## config.mk

```make
export PLATFORM = sky130hd
export DESIGN_NAME = arb_grant_root_flat
export DESIGN_NICKNAME = d
export VERILOG_FILES = /design/src/rtl/arb_grant_root_if.sv /design/src/rtl/arb_grant_root.sv /design/src/flat_wrapper.sv
export SDC_FILE = /design/constraint.sdc
export NUM_CORES = 1
export LEC_CHECK = 0
export BUFFER_PORTS_ARGS = -buffer_cell sky130_fd_sc_hd__buf_2
export CELL_PAD_IN_SITES_DETAIL_PLACEMENT = 1
export CELL_PAD_IN_SITES_GLOBAL_PLACEMENT = 1
export CORE_MARGIN = 5
export CORE_UTILIZATION = 38
export CTS_CLUSTER_SIZE = 16
export DETAILED_ROUTE_END_ITERATION = 6
export PLACE_DENSITY = 0.74
export SYNTH_ARGS = -nofsm -noshare
export SYNTH_HDL_FRONTEND = slang
export SYNTH_SLANG_ARGS = --single-unit
export TNS_END_PERCENT = 30
```

## constraint.sdc

```tcl
create_clock -name clk -period 2.2 [get_ports clk]
set_input_delay 0.11 -clock clk [delete_from_list [all_inputs] [get_ports clk]]
set_output_delay 0.11 -clock clk [all_outputs]
set_load 0.01 [all_outputs]
```

## src/rtl/arb_grant_root_if.sv

```systemverilog
// Handshake and grant bus between the arbitration tree root, the grant root
// responder and the downstream transfer engine.
interface arb_grant_root_if #(
    parameter int TAG_SZ     = 5,
    parameter int NUM_LEAVES = 32,
    parameter int CNT_SZ     = 32
);
    logic                  en;
    logic [TAG_SZ-1:0]     tag;
    logic                  rdy;
    logic                  ack;
    logic [TAG_SZ-1:0]     grant_tag;
    logic                  grant_vld;
    logic [NUM_LEAVES-1:0] grant_onehot;
    logic                  done;
    logic                  timeout_err;
    logic                  bad_tag;
    logic [CNT_SZ-1:0]     grant_cnt;

    // Tree / transfer-engine side.
    modport master (
        output en, tag, rdy, done,
        input  ack, grant_tag, grant_vld, grant_onehot, timeout_err, bad_tag, grant_cnt
    );

    // Grant root responder side.
    modport slave (
        input  en, tag, rdy, done,
        output ack, grant_tag, grant_vld, grant_onehot, timeout_err, bad_tag, grant_cnt
    );
endinterface

```

## src/rtl/arb_grant_root.sv

```systemverilog
// Root responder of the tag arbitration tree. Accepts one tag per
// transaction, holds it as the active grant until the transfer engine
// signals completion or the BUSY timer expires, and reports statistics.
module arb_grant_root #(
    parameter int TAG_SZ     = 5,
    parameter int NUM_LEAVES = 32,
    parameter int TIMEOUT    = 1024,
    parameter int CNT_SZ     = 32
) (
    input  logic              clk,
    input  logic              rst,
    arb_grant_root_if.slave   bus
);

    // Timer counts 0..TIMEOUT-1 while BUSY; at least one bit wide.
    localparam int TMR_W_RAW = $clog2(TIMEOUT + 1);
    localparam int TMR_W     = (TMR_W_RAW < 1) ? 1 : TMR_W_RAW;
    localparam int TO_LAST_I = (TIMEOUT == 0) ? 0 : TIMEOUT - 1;
    localparam logic [TMR_W-1:0]  TO_LAST  = TMR_W'(TO_LAST_I);
    localparam logic [TAG_SZ:0]   LEAVES_W = (TAG_SZ + 1)'(NUM_LEAVES);

    typedef enum logic {
        IDLE = 1'b0,
        BUSY = 1'b1
    } state_t;

    state_t                r_state;
    state_t                w_state_nxt;

    logic [TMR_W-1:0]      r_timer;
    logic [TMR_W-1:0]      w_timer_nxt;
    logic [TAG_SZ-1:0]     r_grant_tag;
    logic [TAG_SZ-1:0]     w_grant_tag_nxt;
    logic                  r_grant_vld;
    logic                  w_grant_vld_nxt;
    logic [NUM_LEAVES-1:0] r_onehot;
    logic [NUM_LEAVES-1:0] w_onehot_nxt;
    logic                  r_timeout_err;
    logic                  w_timeout_err_nxt;
    logic                  r_bad_tag;
    logic                  w_bad_tag_nxt;
    logic [CNT_SZ-1:0]     r_cnt;
    logic [CNT_SZ-1:0]     w_cnt_nxt;

    logic                  w_ack;
    logic                  w_accept;
    logic                  w_tag_ok;
    logic                  w_timeout_hit;
    logic [NUM_LEAVES-1:0] w_dec;

    // Combinational ack so it ripples back through the tree in the same cycle.
    assign w_ack         = (r_state == IDLE) && bus.en && bus.rdy;
    assign w_accept      = w_ack && bus.rdy;
    assign w_tag_ok      = ({1'b0, bus.tag} < LEAVES_W);
    assign w_timeout_hit = (TIMEOUT != 0) && (r_timer == TO_LAST);

    // One-hot decode of the incoming tag, captured on accept.
    always_comb begin
        w_dec = '0;
        for (int i = 0; i < NUM_LEAVES; i++) begin
            w_dec[i] = ({1'b0, bus.tag} == (TAG_SZ + 1)'(i));
        end
    end

    // Next-state and next-register values; pulses default low every cycle.
    always_comb begin
        w_state_nxt       = r_state;
        w_timer_nxt       = r_timer;
        w_grant_tag_nxt   = r_grant_tag;
        w_grant_vld_nxt   = r_grant_vld;
        w_onehot_nxt      = r_onehot;
        w_timeout_err_nxt = 1'b0;
        w_bad_tag_nxt     = 1'b0;
        w_cnt_nxt         = r_cnt;
        case (r_state)
            IDLE: begin
                if (w_accept) begin
                    if (w_tag_ok) begin
                        w_state_nxt     = BUSY;
                        w_timer_nxt     = '0;
                        w_grant_tag_nxt = bus.tag;
                        w_grant_vld_nxt = 1'b1;
                        w_onehot_nxt    = w_dec;
                        if (r_cnt != '1) w_cnt_nxt = r_cnt + 1'b1;
                    end else begin
                        // Upstream already saw the ack: drop the tag, flag it.
                        w_bad_tag_nxt = 1'b1;
                    end
                end
            end
            BUSY: begin
                w_timer_nxt = r_timer + 1'b1;
                // Completion has priority over a coincident timeout.
                if (bus.done) begin
                    w_state_nxt     = IDLE;
                    w_grant_vld_nxt = 1'b0;
                    w_onehot_nxt    = '0;
                end else if (w_timeout_hit) begin
                    w_state_nxt       = IDLE;
                    w_grant_vld_nxt   = 1'b0;
                    w_onehot_nxt      = '0;
                    w_timeout_err_nxt = 1'b1;
                end
            end
            default: w_state_nxt = IDLE;
        endcase
    end

    // State register.
    always_ff @(posedge clk or posedge rst) begin
        if (rst) r_state <= IDLE;
        else     r_state <= w_state_nxt;
    end

    // Grant, timer, pulse and statistics registers.
    always_ff @(posedge clk or posedge rst) begin
        if (rst) begin
            r_timer       <= '0;
            r_grant_tag   <= '0;
            r_grant_vld   <= 1'b0;
            r_onehot      <= '0;
            r_timeout_err <= 1'b0;
            r_bad_tag     <= 1'b0;
            r_cnt         <= '0;
        end else begin
            r_timer       <= w_timer_nxt;
            r_grant_tag   <= w_grant_tag_nxt;
            r_grant_vld   <= w_grant_vld_nxt;
            r_onehot      <= w_onehot_nxt;
            r_timeout_err <= w_timeout_err_nxt;
            r_bad_tag     <= w_bad_tag_nxt;
            r_cnt         <= w_cnt_nxt;
        end
    end

    assign bus.ack          = w_ack;
    assign bus.grant_tag    = r_grant_tag;
    assign bus.grant_vld    = r_grant_vld;
    assign bus.grant_onehot = r_onehot;
    assign bus.timeout_err  = r_timeout_err;
    assign bus.bad_tag      = r_bad_tag;
    assign bus.grant_cnt    = r_cnt;

endmodule

```

## src/flat_wrapper.sv

```systemverilog
// flat-port wrapper written by rule: the top's interface ports become plain ports
module arb_grant_root_flat 
#(
    parameter int TAG_SZ     = 5,
    parameter int NUM_LEAVES = 32,
    parameter int TIMEOUT    = 1024,
    parameter int CNT_SZ     = 32
)
  (clk, rst, bus_en, bus_tag, bus_rdy, bus_done, bus_ack, bus_grant_tag, bus_grant_vld, bus_grant_onehot, bus_timeout_err, bus_bad_tag, bus_grant_cnt);
  arb_grant_root_if #(.TAG_SZ(TAG_SZ), .NUM_LEAVES(NUM_LEAVES), .CNT_SZ(CNT_SZ)) bus_i ();
  input  logic clk;
  input  logic rst;
  input wire logic [$bits(bus_i.en)-1:0] bus_en;
  input wire logic [$bits(bus_i.tag)-1:0] bus_tag;
  input wire logic [$bits(bus_i.rdy)-1:0] bus_rdy;
  input wire logic [$bits(bus_i.done)-1:0] bus_done;
  output wire logic [$bits(bus_i.ack)-1:0] bus_ack;
  output wire logic [$bits(bus_i.grant_tag)-1:0] bus_grant_tag;
  output wire logic [$bits(bus_i.grant_vld)-1:0] bus_grant_vld;
  output wire logic [$bits(bus_i.grant_onehot)-1:0] bus_grant_onehot;
  output wire logic [$bits(bus_i.timeout_err)-1:0] bus_timeout_err;
  output wire logic [$bits(bus_i.bad_tag)-1:0] bus_bad_tag;
  output wire logic [$bits(bus_i.grant_cnt)-1:0] bus_grant_cnt;
  assign bus_i.en = bus_en;
  assign bus_i.tag = bus_tag;
  assign bus_i.rdy = bus_rdy;
  assign bus_i.done = bus_done;
  assign bus_ack = bus_i.ack;
  assign bus_grant_tag = bus_i.grant_tag;
  assign bus_grant_vld = bus_i.grant_vld;
  assign bus_grant_onehot = bus_i.grant_onehot;
  assign bus_timeout_err = bus_i.timeout_err;
  assign bus_bad_tag = bus_i.bad_tag;
  assign bus_grant_cnt = bus_i.grant_cnt;
  arb_grant_root #(.TAG_SZ(TAG_SZ), .NUM_LEAVES(NUM_LEAVES), .TIMEOUT(TIMEOUT), .CNT_SZ(CNT_SZ)) u_core (.clk(clk), .rst(rst), .bus(bus_i));
endmodule
```

==> results of run 1 <==
-- layout make-up --
cell class                      count  area share [%]
Clock buffer                        9            2.75
Clock inverter                      7            2.36
Inverter                            6           0.584
Multi-Input combinational cell    222            32.2
Sequential cell                    83            46.1
Tap cell                          129            3.59
Timing Repair Buffer               97            12.3
-- registers in the layout, indices dropped and copies added (netlist names) --
signal	cells
u_core.bus.timeout_err	1
u_core.bus.grant_cnt	32
u_core.bus.grant_tag	5
u_core.r_state	1
u_core.bus.grant_vld	1
u_core.bus.grant_onehot	32
u_core.r_timer	11
-- kinds of logic (layout without fill, tap and decap cells) --
| family | Yosys count | in the layout | share of synthesized area [%] |
|---|---|---|---|
| flip-flops | 83 | 83 | 57.5 |
| other | 1 | 1 | 0.104 |
| AND/OR/NAND/NOR | 133 | 133 | 19.1 |
| AO/OA/AOI/OAI | 55 | 55 | 12.1 |
| multiplexers | 4 | 4 | 1.28 |
| buffers and inverters | 19 | 119 | 2.67 |
| XOR/XNOR | 27 | 27 | 6.55 |
| adder cells (fa/ha/maj) | 2 | 2 | 0.693 |
-- metal layers --
metal | vias to the layer above | routed length, um | global-route usage (%)
met5 | - | 0 | 0
met4 | 0 | 86 | 3.61
met3 | 8 | 494 | 5.40
met2 | 72 | 4300 | 26.6
met1 | 1452 | 4350 | 22.9
li1 | 1351 | - | -
-- power groups by stage --
stage	Sequential, uW	Clock, uW	Combinational [uW]
after detailed placement	1760	0	461
after global placement	1750	0	452
after CTS	1730	1310	468
final	1730	1270	460
after global routing	1750	1380	516
after floorplan	1790	0	226
-- per-stage QoR --
step           instances  setup slack [ns]  hold slack (ns)  total power (uW)
2_1_floorplan        324             0.200            0.181              2010
4_1_cts              553            0.0804          0.00555              3510
3_3_place_gp         535             0.145            0.239              2200
6_report             553             0.157           0.0355              3460
3_5_place_dp         535             0.101            0.240              2220
5_1_grt              553            0.0511           0.0223              3650
-- worst register-to-register path, stage by stage, from the launching register on --
cell and delay [ns]:
dfrtp_1 0.42, ha_1 0.21, nand3_1 0.10, or2_2 0.35, o41a_4 0.54, mux2_4 0.32
-- path summary, 6_finish.rpt --
check | endpoint | cells past startpoint | startpoint | slack (ns)
max | u_core.bus.grant_cnt[1] | 5 | u_core.bus.grant_cnt[1] | 0.16
min | u_core.bus.grant_tag[1] | 3 | bus_tag[1] | 0.04
max reg2reg | u_core.bus.grant_cnt[1] | 5 | u_core.bus.grant_cnt[1] | 0.16
min reg2reg | u_core.bus.grant_tag[2] | 2 | u_core.bus.grant_tag[2] | 0.49
max in group asynchronous | u_core.bus.grant_onehot[20] | 4 | rst | 1.14
min in group asynchronous | u_core.bus.grant_tag[2] | 3 | rst | 0.38
-- repair_timing --
item                                    in CTS  in global routing
hold endpoints to repair                    30                  0
gates resized for setup                      0                  2
hold buffers                                 2                  0
endpoints found under the setup margin       0                  2
-- cells in the final DEF, fill, tap and decap left out, types with 2 or more instances in the layout --
| master | Yosys | layout |
|---|---|---|
| and4_1 | 2 | 2 |
| o211ai_1 | 3 | 3 |
| clkbuf_8 | 0 | 9 |
| a21oi_1 | 4 | 4 |
| nor3_1 | 12 | 12 |
| bufinv_16 | 0 | 2 |
| buf_2 | 5 | 81 |
| nor2b_1 | 3 | 3 |
| mux2i_1 | 2 | 2 |
| a41oi_1 | 2 | 2 |
| a22o_1 | 32 | 32 |
| o31ai_1 | 2 | 2 |
| o21ai_0 | 8 | 8 |
| buf_12 | 0 | 2 |
| nand3_1 | 12 | 12 |
| xnor2_1 | 12 | 12 |
| nand2_1 | 40 | 40 |
| ha_1 | 2 | 2 |
| nor4_1 | 4 | 4 |
| buf_4 | 1 | 12 |
| nand2b_1 | 3 | 3 |
| dfrtp_1 | 83 | 83 |
| xor2_1 | 15 | 15 |
| nor2_1 | 20 | 19 |
| dlygate4sd3_1 | 0 | 2 |
| and3_1 | 12 | 12 |
| inv_6 | 0 | 3 |
| inv_1 | 6 | 5 |
| nand4_1 | 16 | 16 |
==> results by group, run 1 <==
Final layout
  • Layout cells sized above 1: between 20% and 30%
  • N_diodes: 0
  • Final design instance area without fill: around 4500 um2
  • Post-layout util: between 40% and 50%
  • Multi-input logic area: between 1000 and 1500 um2
  • Nets: 431
  • Area added between synthesis and finish: 24.6%
  • FILL cells: just over 1000
  • Flip-flop and latch area: between 2000 and 2500 um2

Outcome
  • Status: complete, no violations

Detailed routing
  • Detailed-route via count: around 2900
  • Drt wl/cell: approximately 17 um
  • Residual DRC count: 0
  • DRT iter0 DRCs: around 70
  • Vias per Instance: around 5.2
  • Final wirelength: 9.24 mm
  • First-pass detailed-route iteration total: 4
  • Final ANT Viol Nets: 0

Clocking
  • CTS Root Cell: clkbuf_8
  • Setup Buffers After CTS: 0
  • Worst-Skew Late Latency: 0.36 ns
  • Clock Path Buffers: 2
  • CTS tree: yes
  • Clk sink count: 83
  • H-tree depth: 3
  • Clock-pin transition on the worst setup and hold timing paths: roughly 0.090 ns
  • CTS Buf Count: 9

Yosys
  • Synth cell count leaders: 83 x dfrtp_1, 40 x nand2_1, 32 x a22o_1, 20 x nor2_1, 16 x nand4_1
  • Seq/Total Area, Yosys: a little under three fifths
  • Library cells used by synthesis: 43
  • Mapped Nets: between 300 and 400
  • Ranking of synthesized cells by area: dfrtp_1 58%, a22o_1 7.8%, nand2_1 4.2%
  • Async S/R FF share, synth: 100%
  • Ys flop type: dfrtp_1
  • EDFF count, synth: 0
  • Cell Area, Synth: approximately 3600 um2
  • Cells after synthesis: between 300 and 400
  • Synthesis-stage register bit count: 83
  • Synth warnings: 0
  • Top-count cell post-synth: dfrtp_1
  • Synth top area share: between 50% and 60%
  • Syn Area/Cell: ~11 um2
  • Synth area leader: dfrtp_1

Global route
  • Total track usage: ~17%
  • Initial antenna violation count: 0
  • Vias in the first global route: approximately 3000
  • Largest net degree at the start of global routing: 55
  • First-pass GRT wire length: 15.5 mm
  • Overflow left after global routing: 0

Worst setup path
  • CP Class: flop to flop
  • Critical-path maximum fanout: 10
  • Buffers and inverters on the worst path: 0
  • CP Cell Sequence: ha_1 -> nand3_1 -> or2_2 -> o41a_4 -> mux2_4
  • Startpoint types: flop
  • Top delay family on crit path: compound AO/OA/AOI/OAI gates
  • Critical Path End Type: flop
  • Critical Path AT: 2.29 ns
  • Critical-path top delay cell: o41a_4
  • Data required time at the worst endpoint: approximately 2.5 ns
  • Largest stage delay on the critical path: between 0.5 and 0.6 ns

Timing
  • RSZ-0062 raised after global routing: no
  • Max Clock Skew: about 0.014 ns
  • Fin. Hold Viols: 0
  • Tmin final: ~2.0 ns
  • Worst-margin pin slew: 0.658 ns
  • Final setup TNS: 0 ns
  • Max-slew headroom: about 56%
  • Fmax: 489 MHz
  • Final-report setup violation count: 0
  • Final period utilization: 92.9%
  • Final Slew Violations: 0

Place
  • Gpl congestion: just under 0.8
  • Post-DP Area: 4240 um2
  • PortBufs: just over 80
  • HPWL Detailed: 6.70 mm

Pwr
  • Comb power frac: between 10% and 20%
  • Pint: 2490 uW
  • Sequential power share: ~50%
  • Clock power frac: a little under two fifths
  • P_leak: between 0.002 and 0.0025 uW
  • Max VDD drop: about 0.65 mV
  • Switching part of the total: 28.2%
  • Pwr Density: 769 nW/um2
  • Switching Power: 974 uW

Floorplanning
  • Die span in x: 107 um
  • Core ar.: between 9000 and 10000 um2
  • Row count: 35
  • Initial Utilization: approximately two fifths
  • DIE HEIGHT: 107 um
  • Total die area: ~12000 um2
  • I/O pin count: 83

Worst hold path
  • Worst hold path type: input pin to flop

Run
  • Maxcap violations: 0
Note: power is estimated with default switching activity, not from simulation.
==> inputs of run 2 (changes only) <==
- ABC_AREA: default -> 1
- CORE_UTILIZATION: 38 -> 36
- PLACE_DENSITY: 0.74 -> 0.73
==> results by group, run 2 <==
Worst setup path
  • Critical Path End Type: flop
  • Critical-path maximum fanout: 65
  • Data required time at the worst endpoint: 2.46 ns
  • CP Class: flop to flop
  • Critical-path top delay cell: buf_4
  • R2R depth: 9
  • Startpoint types: flop
  • Largest stage delay on the critical path: 0.50 ns
  • Most common cell on crit path: nand2_1
  • Crit Reg-Reg Startpoint: u_core.r_timer[0]
  • CP Cell Sequence: ha_1 -> nand2_1 -> nor2_1 -> nand4_1 -> nand2_1 -> nand2_2 -> buf_4 -> nand2_1 -> o21ai_1
  • R2r setup slk: between 0.2 and 0.25 ns
  • Reg-to-Reg End: u_core.bus.grant_onehot[6]
  • Critical Path AT: 2.22 ns

Detailed routing
  • Vias per Instance: 4.97
  • Final ANT Viol Nets: 0
  • DRT iter0 DRCs: about 210
  • Drt wl/cell: 15.7 um
  • Residual DRC count: 0
  • Detailed-route via count: 4241
  • Final wirelength: 13.4 mm
  • First-pass detailed-route iteration total: 5

Place
  • HPWL Detailed: approximately 10 mm
  • Post-DP Area: slightly above 5000 um2
  • Gpl congestion: about 0.84
  • PortBufs: 81

Final layout
  • Nets: 693
  • Area added between synthesis and finish: 19.8%
  • N_diodes: 0
  • Commonest non-fill, non-tap cells in the layout: 238 x nand2_1, 83 x dfrtp_1, 81 x buf_2
  • Final design instance area without fill: ~5400 um2
  • Most common cell after layout, fill and taps aside: nand2_1
  • Layout cells sized above 1: between 15 and 20%

Floorplanning
  • DIE HEIGHT: about 120 um
  • Row count: 40
  • Die span in x: 121 um
  • Total die area: 14800 um2
  • Initial Utilization: 36.9%
  • I/O pin count: 83
  • Core ar.: between 10000 and 15000 um2

Yosys
  • Seq/Total Area, Yosys: 46.4%
  • Library cells used by synthesis: 29
  • Async S/R FF share, synth: 100%
  • EDFF count, synth: 0
  • Synth warnings: 0
  • Synth area leader: dfrtp_1
  • Cell Area, Synth: between 4000 and 5000 um2
  • Syn Area/Cell: between 7 and 8 um2
  • Synthesis-stage register bit count: a little over 80
  • Mapped Nets: 611
  • Ranking of synthesized cells by area: dfrtp_1 46%, nand2_1 20%, nor2_1 4.9%
  • Synth top area share: 46.4%
  • Cells after synthesis: about 600
  • Top-count cell post-synth: nand2_1
  • Ys flop type: dfrtp_1
  • Synth cell count leaders: 239 x nand2_1, 83 x dfrtp_1, 59 x nor2_1, 44 x inv_1, 33 x o21ai_1

Timing
  • RSZ-0062 raised after global routing: no
  • Final Slew Violations: 0
  • Tmin final: slightly below 2 ns
  • Max Clock Skew: approximately 0.011 ns
  • Fin. Hold Viols: 0
  • Final period utilization: 88.7%
  • Final-report setup violation count: 0
  • Final setup TNS: 0 ns
  • Max-slew headroom: between 50 and 60%
  • Worst-margin pin slew: around 0.74 ns
  • Fmax: between 500 and 600 MHz

Global route
  • Vias in the first global route: 4555
  • Overflow left after global routing: 0
  • First-pass GRT wire length: between 20 and 25 mm
  • Initial antenna violation count: 0
  • Largest net degree at the start of global routing: 66
  • Total track usage: 19.3%

Pwr
  • Switching Power: between 1000 and 1500 uW
  • Sequential power share: ~47%
  • Pwr Density: approximately 700 nW/um2
  • Clock power frac: roughly two fifths
  • Comb power frac: a little over an eighth
  • Switching part of the total: approximately 30%
  • P_leak: roughly 0.0027 uW
  • Max VDD drop: approximately 0.47 mV
  • Pint: between 2000 and 3000 uW

Clocking
  • CTS tree: yes
  • Worst-Skew Late Latency: ~0.35 ns
  • H-tree depth: 3
  • CTS Root Cell: clkbuf_16
  • Clock-pin transition on the worst setup and hold timing paths: approximately 0.070 ns
  • Clk sink count: between 80 and 90
  • CTS Buf Count: 9
  • Clock Path Buffers: 2
  • Setup Buffers After CTS: 0

Worst hold path
  • Hold Crit Endpoint: u_core.bus.grant_tag[2]
  • Worst hold start: bus_tag[2]
  • WHS Path Cells: 3
  • Worst hold path type: input pin to flop

Outcome
  • Status: complete, no violations

Run
  • Maxcap violations: 0
## run 2: cell types whose count changed after synthesis, moves of 7 or more
cell	delta
a22o_1	-32
and3_1	-12
inv_1	+38
nand2_1	+199
nand3_1	+12
nand3b_1	+19
nor2_1	+39
nor3_1	-9
o21ai_0	+8
o21ai_1	+33
xor2_1	-7
## run 2: layer usage
layer | vias up | routed length, um | GRT usage, %
met5 | - | 0 | 0
met4 | 0 | 134 | 4.90
met3 | 8 | 673 | 5.31
met2 | 73 | 6760 | 33.7
met1 | 2086 | 5820 | 23.5
li1 | 2074 | - | -
## run 2: cells by family after synthesis
family          synth area share, %
compound gates                 6.12
xor+xnor                       2.74
fa+ha+maj                     0.559
buf+inv                        6.99
flops                          46.4
mux                           0.224
other cells                  0.0838
simple gates                   36.9
## run 2: repair_timing
| action | 4_1_cts | 5_1_grt |
|---|---|---|
| resized for setup | 0 | 1 |
| hold buffers | 2 | 0 |
| endpoints found under the setup margin | 0 | 7 |
| endpoints found under the hold margin | 84 | 0 |
## run 2: metrics by stage
stage          total power, uW  hold WS [ns]  setup slack (ns)  util (%)  std cells
6_report                  3760        0.0560             0.249      44.3        854
5_1_grt                   3960        0.0572            0.0588      44.3        854
4_1_cts                   3820        0.0409             0.163      44.2        854
3_5_place_dp              2290         0.241             0.186      41.6        836
3_3_place_gp              2250         0.235             0.286      41.6        836
2_1_floorplan             2100         0.181             0.546         -        599
## run 2: layout make-up
| class | count | area (um2) |
|---|---|---|
| Fill cell | 1549 | 6750 |
| Multi-Input combinational cell | 450 | 2100 |
| Sequential cell | 83 | 2080 |
| Timing Repair Buffer | 92 | 505 |
| Clock buffer | 11 | 253 |
| Tap cell | 168 | 210 |
| Inverter | 45 | 175 |
| Clock inverter | 5 | 45.0 |
## run 2: worst max-delay path by stage
stage	endpoint	start	slack, ns
global route	u_core.bus.grant_onehot[15]	u_core.r_state	0.06
CTS	u_core.bus.grant_cnt[10]	u_core.bus.grant_cnt[1]	0.16
global placement	u_core.bus.grant_cnt[29]	u_core.bus.grant_cnt[0]	0.29
detailed placement	u_core.bus.grant_cnt[10]	u_core.bus.grant_cnt[1]	0.19
floorplan	u_core.bus.grant_cnt[30]	u_core.bus.grant_cnt[1]	0.55
finish	u_core.bus.grant_onehot[6]	u_core.r_timer[0]	0.25
## run 2: power by group through the flow
| stage | Clock, uW | Sequential [uW] | Combinational (uW) |
|---|---|---|---|
| 2_1_floorplan | 0 | 1780 | 327 |
| 3_3_place_gp | 0 | 1760 | 494 |
| 4_1_cts | 1550 | 1740 | 518 |
| 5_1_grt | 1630 | 1760 | 573 |
| 3_5_place_dp | 0 | 1770 | 513 |
| 6_report | 1500 | 1750 | 510 |
## run 2: worst max-delay path: cells and delay by family (launching register included)
family | cells | cell delay [ns]
fa+ha+maj | 1 | 0.22
flops | 1 | 0.41
simple gates | 6 | 0.58
buf+inv | 1 | 0.50
compound gates | 1 | 0.13
